===== config.mk =====
export PLATFORM = sky130hd
export DESIGN_NAME = dct_da_sequencer
export DESIGN_NICKNAME = d
export VERILOG_FILES = /design/src/rtl/dct_pkg.sv /design/src/rtl/dct_sample_collector.sv /design/src/rtl/dct_da_sequencer.sv
export SDC_FILE = /design/constraint.sdc
export NUM_CORES = 1
export LEC_CHECK = 0
export ABC_AREA = 1
export BUFFER_PORTS_ARGS = -buffer_cell sky130_fd_sc_hd__buf_2
export CORE_ASPECT_RATIO = 1.75
export CORE_MARGIN = 2
export CORE_UTILIZATION = 30
export CTS_BUF_LIST = sky130_fd_sc_hd__clkbuf_2 sky130_fd_sc_hd__clkbuf_4 sky130_fd_sc_hd__clkbuf_8
export DETAILED_ROUTE_END_ITERATION = 8
export PLACE_DENSITY_LB_ADDON = 0.1
export REMOVE_ABC_BUFFERS = 1
export SLEW_MARGIN = 0
export SYNTH_ARGS = -nofsm -noshare
export SYNTH_HDL_FRONTEND = slang
export SYNTH_HIERARCHICAL = 1
export SYNTH_SLANG_ARGS = --single-unit

===== constraint.sdc =====
create_clock -name clk -period 3.2 [get_ports clk]
set_input_delay 0.32 -clock clk [delete_from_list [all_inputs] [get_ports clk]]
set_output_delay 0.32 -clock clk [all_outputs]
set_load 0.01 [all_outputs]

===== src/rtl/dct_pkg.sv =====
// Shared types and default sizing for the DA DCT sequencer and its sample collector.
package dct_pkg;
  localparam int unsigned DCT_NSAMP = 8;
  localparam int unsigned DCT_BW    = 8;

  typedef enum logic [1:0] {IDLE, SHIFT, CAPT} dct_seq_state_t;
endpackage


===== src/rtl/dct_sample_collector.sv =====
// Gathers NSAMP signed samples into one parallel block for the DA shifters.
// Refills while the datapath is busy; stalls upstream once a full block is waiting.
module dct_sample_collector
  import dct_pkg::*;
#(
  parameter int unsigned NSAMP = DCT_NSAMP,
  parameter int unsigned BW    = DCT_BW
) (
  input  logic                  clk,
  input  logic                  reset,
  input  logic                  i_valid,
  input  logic [BW-1:0]         i_data,
  input  logic                  i_clear,
  output logic                  o_ready,
  output logic                  o_full,
  output logic [NSAMP*BW-1:0]   o_blk
);
  localparam int unsigned SW        = (NSAMP > 1) ? $clog2(NSAMP) : 1;
  localparam logic [SW-1:0] SLOT_LAST = SW'(NSAMP - 1);

  logic [SW-1:0]        r_scnt;
  logic                 r_full;
  logic [NSAMP*BW-1:0]  r_blk;
  logic                 w_accept;

  assign o_ready  = !r_full && !reset;
  assign w_accept = i_valid && o_ready;
  assign o_full   = r_full;
  assign o_blk    = r_blk;

  // Accept and clear never coincide: accept needs !full, clear only fires when full.
  always_ff @(posedge clk or posedge reset) begin
    if (reset) begin
      r_scnt <= '0;
      r_full <= 1'b0;
      r_blk  <= '0;
    end else begin
      if (i_clear) r_full <= 1'b0;
      if (w_accept) begin
        r_blk[32'(r_scnt)*BW +: BW] <= i_data;
        if (r_scnt == SLOT_LAST) begin
          r_scnt <= '0;
          r_full <= 1'b1;
        end else begin
          r_scnt <= r_scnt + 1'b1;
        end
      end
    end
  end
endmodule


===== src/rtl/dct_da_sequencer.sv =====
// Sequences the bit-serial DA DCT datapath: load, BW shift cycles (sign bit subtracts),
// then a capture strobe into a valid/ready result slot for the RLE stage.
module dct_da_sequencer
  import dct_pkg::*;
#(
  parameter int unsigned NSAMP = DCT_NSAMP,
  parameter int unsigned BW    = DCT_BW
) (
  input  logic                    clk,
  input  logic                    reset,
  input  logic                    in_valid,
  input  logic [BW-1:0]           in_data,
  output logic                    in_ready,
  output logic [NSAMP*BW-1:0]     blk_data,
  output logic                    dp_load,
  output logic                    dp_acc_clr,
  output logic                    dp_shift,
  output logic                    dp_sub,
  output logic                    dp_rom_cs,
  output logic [$clog2(BW)-1:0]   bit_idx,
  output logic                    dp_capture,
  output logic                    out_valid,
  input  logic                    out_ready,
  output logic                    busy
);
  localparam int unsigned BIW = $clog2(BW);
  localparam logic [BIW-1:0] BIT_LAST = BIW'(BW - 1);

  dct_seq_state_t  r_state;
  logic [BIW-1:0]  r_bit;
  logic            r_out_valid;
  logic            w_full;

  dct_sample_collector #(.NSAMP(NSAMP), .BW(BW)) u_collector (
    .clk     (clk),
    .reset   (reset),
    .i_valid (in_valid),
    .i_data  (in_data),
    .i_clear (dp_load),
    .o_ready (in_ready),
    .o_full  (w_full),
    .o_blk   (blk_data)
  );

  // Strobes decode straight from state registers so reset forces them low at once.
  assign dp_load    = (r_state == IDLE) && w_full;
  assign dp_acc_clr = dp_load;
  assign dp_shift   = (r_state == SHIFT);
  assign dp_rom_cs  = dp_shift;
  assign dp_sub     = dp_shift && (r_bit == BIT_LAST);
  assign dp_capture = (r_state == CAPT) && (!r_out_valid || out_ready);
  assign busy       = (r_state != IDLE);
  assign bit_idx    = r_bit;
  assign out_valid  = r_out_valid;

  always_ff @(posedge clk or posedge reset) begin
    if (reset) begin
      r_state     <= IDLE;
      r_bit       <= '0;
      r_out_valid <= 1'b0;
    end else begin
      case (r_state)
        IDLE: begin
          if (w_full) begin
            r_bit   <= '0;
            r_state <= SHIFT;
          end
        end
        SHIFT: begin
          if (r_bit == BIT_LAST) begin
            r_bit   <= '0;
            r_state <= CAPT;
          end else begin
            r_bit <= r_bit + 1'b1;
          end
        end
        CAPT: begin
          // Stalled capture leaves every strobe low so the accumulator holds its value.
          if (dp_capture) r_state <= IDLE;
        end
        default: r_state <= IDLE;
      endcase

      if (dp_capture)     r_out_valid <= 1'b1;
      else if (out_ready) r_out_valid <= 1'b0;
    end
  end
endmodule


# After elaboration in Yosys (flattened, before gate mapping)
# Index checks and enable logic that the tools add are counted.
# word_totals
register_bits	74
in_bits	12
output_inout_bits	76
elab_cells	47
# op_classes
addsub	3
eq_ne	7
shift	2
n_mux	14
n_reduce_logical	15
# op_table
operator	n
bitwise mux 64 bit	1
variable shift 8 x 34 -> 64 bit, first input constant	1
indexed part select 8 x 34 -> 64 bit	1
negation 6 -> 34 bit	1
two-way mux 3 bit	3
adder 3 x 1 -> 3 bit, second input constant	2
equality test 3 bit, second input constant	2
two-way mux 2 bit	3
case mux 2 bit (3 select lines)	1
case mux 3 bit (2 select lines)	1
nonzero test 2 bit	3
logical AND 1 bit	5
two-way mux 1 bit	5
inequality test 2 x 1 -> 1 bit, second input constant	2
logical NOT 1 bit	3
AND reduction 3 bit	1
equality test 2 x 1 -> 1 bit, second input constant	1
equality test 2 bit, second input constant	1
logical NOT 2 bit	1
inequality test 2 bit, second input constant	1
AND reduction 2 bit	1
logical OR 1 bit	1

# Depth between registers and ports, before layout
# depth
word_depth	5
mapped_depth	11
ltp_nobuf	9

# Cells and area by module
# The synthesis kept the hierarchy.
# modules_own_cells
module	n_inst	cells_per_inst	area_per_inst_um2	seq_area_each_um2
dct_sample_collector	1	331	2985.4	1701.6
dct_da_sequencer	1	41	325.3	150.1

# Worst setup path after synthesis
# Ideal clock, no wire load.
# synth_timing
path_kind	flip-flop to flip-flop
start	reg u_collector.r_scnt[0]
end	reg u_collector.r_blk[0], in the netlist u_collector/o_blk[0]
setup_ns	0.117
arrival_time_ns	1.934
required_time_ns	3.083
path_slack_ns	1.149
path_stages_with_launch	11
n_path_buf	1
synth_period_minus_slack_ns	2.051
path_cell_list	dfrtp_1 -> inv_2 -> clkbuf_1 -> ha_1 -> ha_1 -> inv_1 -> nand3_1 -> nor2_4 -> nand2_2 -> nand2_1 -> nand2_1
# synth_between
elab_chain_len	3
word_cells_on_any_way	4
cone_classes	add/sub (1); shift (2); mux (1)
# synth_rtl
element	line	text
start, declared	dct_sample_collector.sv:21	logic [SW-1:0] r_scnt;
start signal, assigned	dct_sample_collector.sv:45	r_scnt <= r_scnt + 1'b1;
negation 6 -> 34 bit *	dct_sample_collector.sv:40	r_blk[32'(r_scnt)*BW +: BW] <= i_data;
indexed part select 8 x 34 -> 64 bit / variable shift 8 x 34 -> 64 bit (equally long branches)	dct_sample_collector.sv:40	
bitwise mux 64 bit *	dct_sample_collector.sv:40	
end signal, assigned by index	dct_sample_collector.sv:40	
end, declared	dct_sample_collector.sv:23	logic [NSAMP*BW-1:0] r_blk;
# Mark *: on every way between the ends. The rest lies on a longest branch, timed or not.
# A chain may end at the register's enable or synchronous reset.

# Worst setup path in the final report
# layout_timing
start	reg u_collector.r_scnt[0]
end	reg u_collector.r_blk[4], in the netlist u_collector/o_blk[4]
# The elaborated chain is that of the path after synthesis.

==> results.cfg <==
[yosys]
synthTopCellsByArea = dfrtp_1 (56%), nand2_1 (16%), o21ai_1 (4.1%)
synth-edff-count = 0
syn_inst = 372
yosysWarnings = 6
ys_types = 24
synth_seq_cells = 74
netlist_top_cells_count = nand2_1 (137), dfrtp_1 (74), o21ai_1 (27), nor2_1 (25), inv_1 (20)
syn_area_um2 = 3311
async_flop_share_pct = 100.0
synth_most_common_cell = nand2_1
synth_area_per_cell_um2 = 8.900
yosysTopAreaCell = dfrtp_1
yosysSeqAreaShare_pct = 55.93
yosysTopAreaCellShare_pct = 55.93
synthFlopType = dfrtp_1

[setup_path]
critPathLaunchType = register
required_ns = 3.45
end_kind = register
reg2reg_depth = 9
critPathKind = register to register
crit_arrival_ns = 2.77
cp_max_fo = 14

[timing]
hold_viol = 0
slew_headroom_pct = 62.35
clock_skew_ns = 0.007514
post-route-worst-setup-slack_ns = 0.6817
drv_slew = 0
max_freq_ghz = 0.3971
min_period_ns = 2.518
worst_slew_pin_slew_ns = 0.5633
fin_crit_sh_pct = 78.70
fin_setup_tns_ns = 0
setup_viol = 0
rsz0062_at_grt = no

[grt]
antenna_found_initial = 0
grt_pass1_vias = 2680
grt_max_degree = 34
track_usage_pct = 15.47
grt_pass1_wl_mm = 14.04
grt-ovfl-total = 0

[final_layout]
post-route-util_pct = 37.70
fill_cells = 1134
nets = 480
syn_to_final_growth_pct = 21.81
diodes = 0
design_area_um2 = 4033
final_cells = 594
drive_gt1_share_pct = 29.96

[routing]
initialDrtViolationCount = 85
vias = 2729
viasPerCell = 4.594
drc = 0
wl_mm = 8.880
wire_per_inst_um = 14.95
first_pass_iters = 4
antenna_left = 0

[status]
status = finished, final reports clean

[cts]
cts_repair_resize_count = 0
clkLatencyLatePin_ns = 0.36
clk_pin_slew_worst_paths_ns = 0.07
htreeDepth = 3
clockRootBuffer = clkbuf_8
postCtsSetupBuffers = 0
clockBufferDepth = 2
cts_tree = built
ctsHoldBuffers = 1
numClockSinks = 74
cts_buffers = 9

[worst_hold_path]
worstHoldPathType = primary input to register
worstHoldPathCells = 2

[placed_design]
dp_cells = 579
portBuffers = 87
placed_area_um2 = 3841
gp_congestion = 0.8036
dp_hpwl_mm = 6.661
pre_cts_slack_ns = 0.7018

[floorplan]
io_pins = 88
num_rows = 50
die_h_um = 143.0
dieArea_um2 = 11930
coreArea_um2 = 10700
dieWidth_um = 83.41
initial_core_util_pct = 30.95

[pwr]
ir_drop_mv = 0.3270
p_per_area_nw_per_um2 = 991.1
p_leak_nw = 2.245

[run]
maxCapViolCount = 0
-- path summary, 6_finish.rpt --
path / startpoint / to / slack, ns
max: u_collector/r_scnt[0] / u_collector/o_blk[4] / 0.68
min: out_ready / out_valid / 0.15
max reg2reg: u_collector/r_scnt[0] / u_collector/o_blk[4] / 0.68
min reg2reg: u_collector/o_blk[37] / u_collector/o_blk[37] / 0.47
max in group asynchronous: reset / u_collector/o_blk[26] / 2.08
min in group asynchronous: reset / u_collector/o_blk[4] / 0.44
-- cells by family after synthesis --
group,count (synthesis),share of synthesized area (%)
adder cells (fa/ha/maj),7,2.645
flip-flops,74,55.93
buffers and inverters,40,5.782
AND/OR/NAND/NOR,203,27.32
AO/OA/AOI/OAI,48,8.315
-- per-layer routing --
layer	share of wire, %	GRT usage, %	up-vias
li1	-	-	1362
met3	4.7	3.121	18
met1	40	17.63	1270
met2	52	26.83	79
met4	2.6	8.913	0
met5	0	0	-
-- cell type report --
cell class	instances	area (um^2)	share of cell area, %
Multi-Input combinational cell	258	1267	31.43
Clock inverter	3	42.54	1.055
Tap cell	130	162.7	4.034
Clock buffer	11	138.9	3.444
Timing Repair Buffer	91	467.9	11.60
Sequential cell	74	1852	45.92
Inverter	27	101.3	2.513
-- cell usage in the layout, fill, tap and decap left out, types with 9 or more instances in the layout --
cell type,n
nand2_1,137
nor2_1,25
buf_2,87
o21ai_2,9
o21ai_1,27
inv_1,19
nand3_1,15
clkbuf_8,9
dfrtp_1,74
o21ai_0,11
-- metrics by stage --
| step | total power [mW] | hold WS [ns] |
|---|---|---|
| 6_report | 3.997 | 0.1520 |
| 5_1_grt | 4.342 | 0.1433 |
| 4_1_cts | 4.063 | 0.1402 |
| 3_5_place_dp | 3.344 | 0.2768 |
| 3_3_place_gp | 3.320 | 0.2773 |
| 2_1_floorplan | 2.637 | 0.1110 |
-- sequential cells by signal, summed over array words and instances (netlist names) --
| register | cells |
|---|---|
| u_collector/o_full | 1 |
| bit_idx | 3 |
| u_collector/o_blk | 64 |
| r_state | 2 |
| out_valid | 1 |
| u_collector/r_scnt | 3 |
-- power breakdown --
| part | leakage, nW | internal (mW) | switching, mW | total, mW |
|---|---|---|---|---|
| Clock | 0.0921 | 0.368 | 0.334 | 0.702 |
| Sequential | 1.00 | 1.31 | 0.234 | 1.54 |
| Combinational | 1.15 | 0.595 | 1.16 | 1.76 |
-- worst max-delay path: stages (launching register included) --
cell	delay, ns
dfrtp_1	0.56
inv_2	0.19
ha_1	0.27
ha_1	0.46
inv_1	0.24
nand3_1	0.16
nor2_4	0.25
nand2_2	0.15
nand2_1	0.09
nand2_1	0.05
Power figures use the tool's default switching activity.
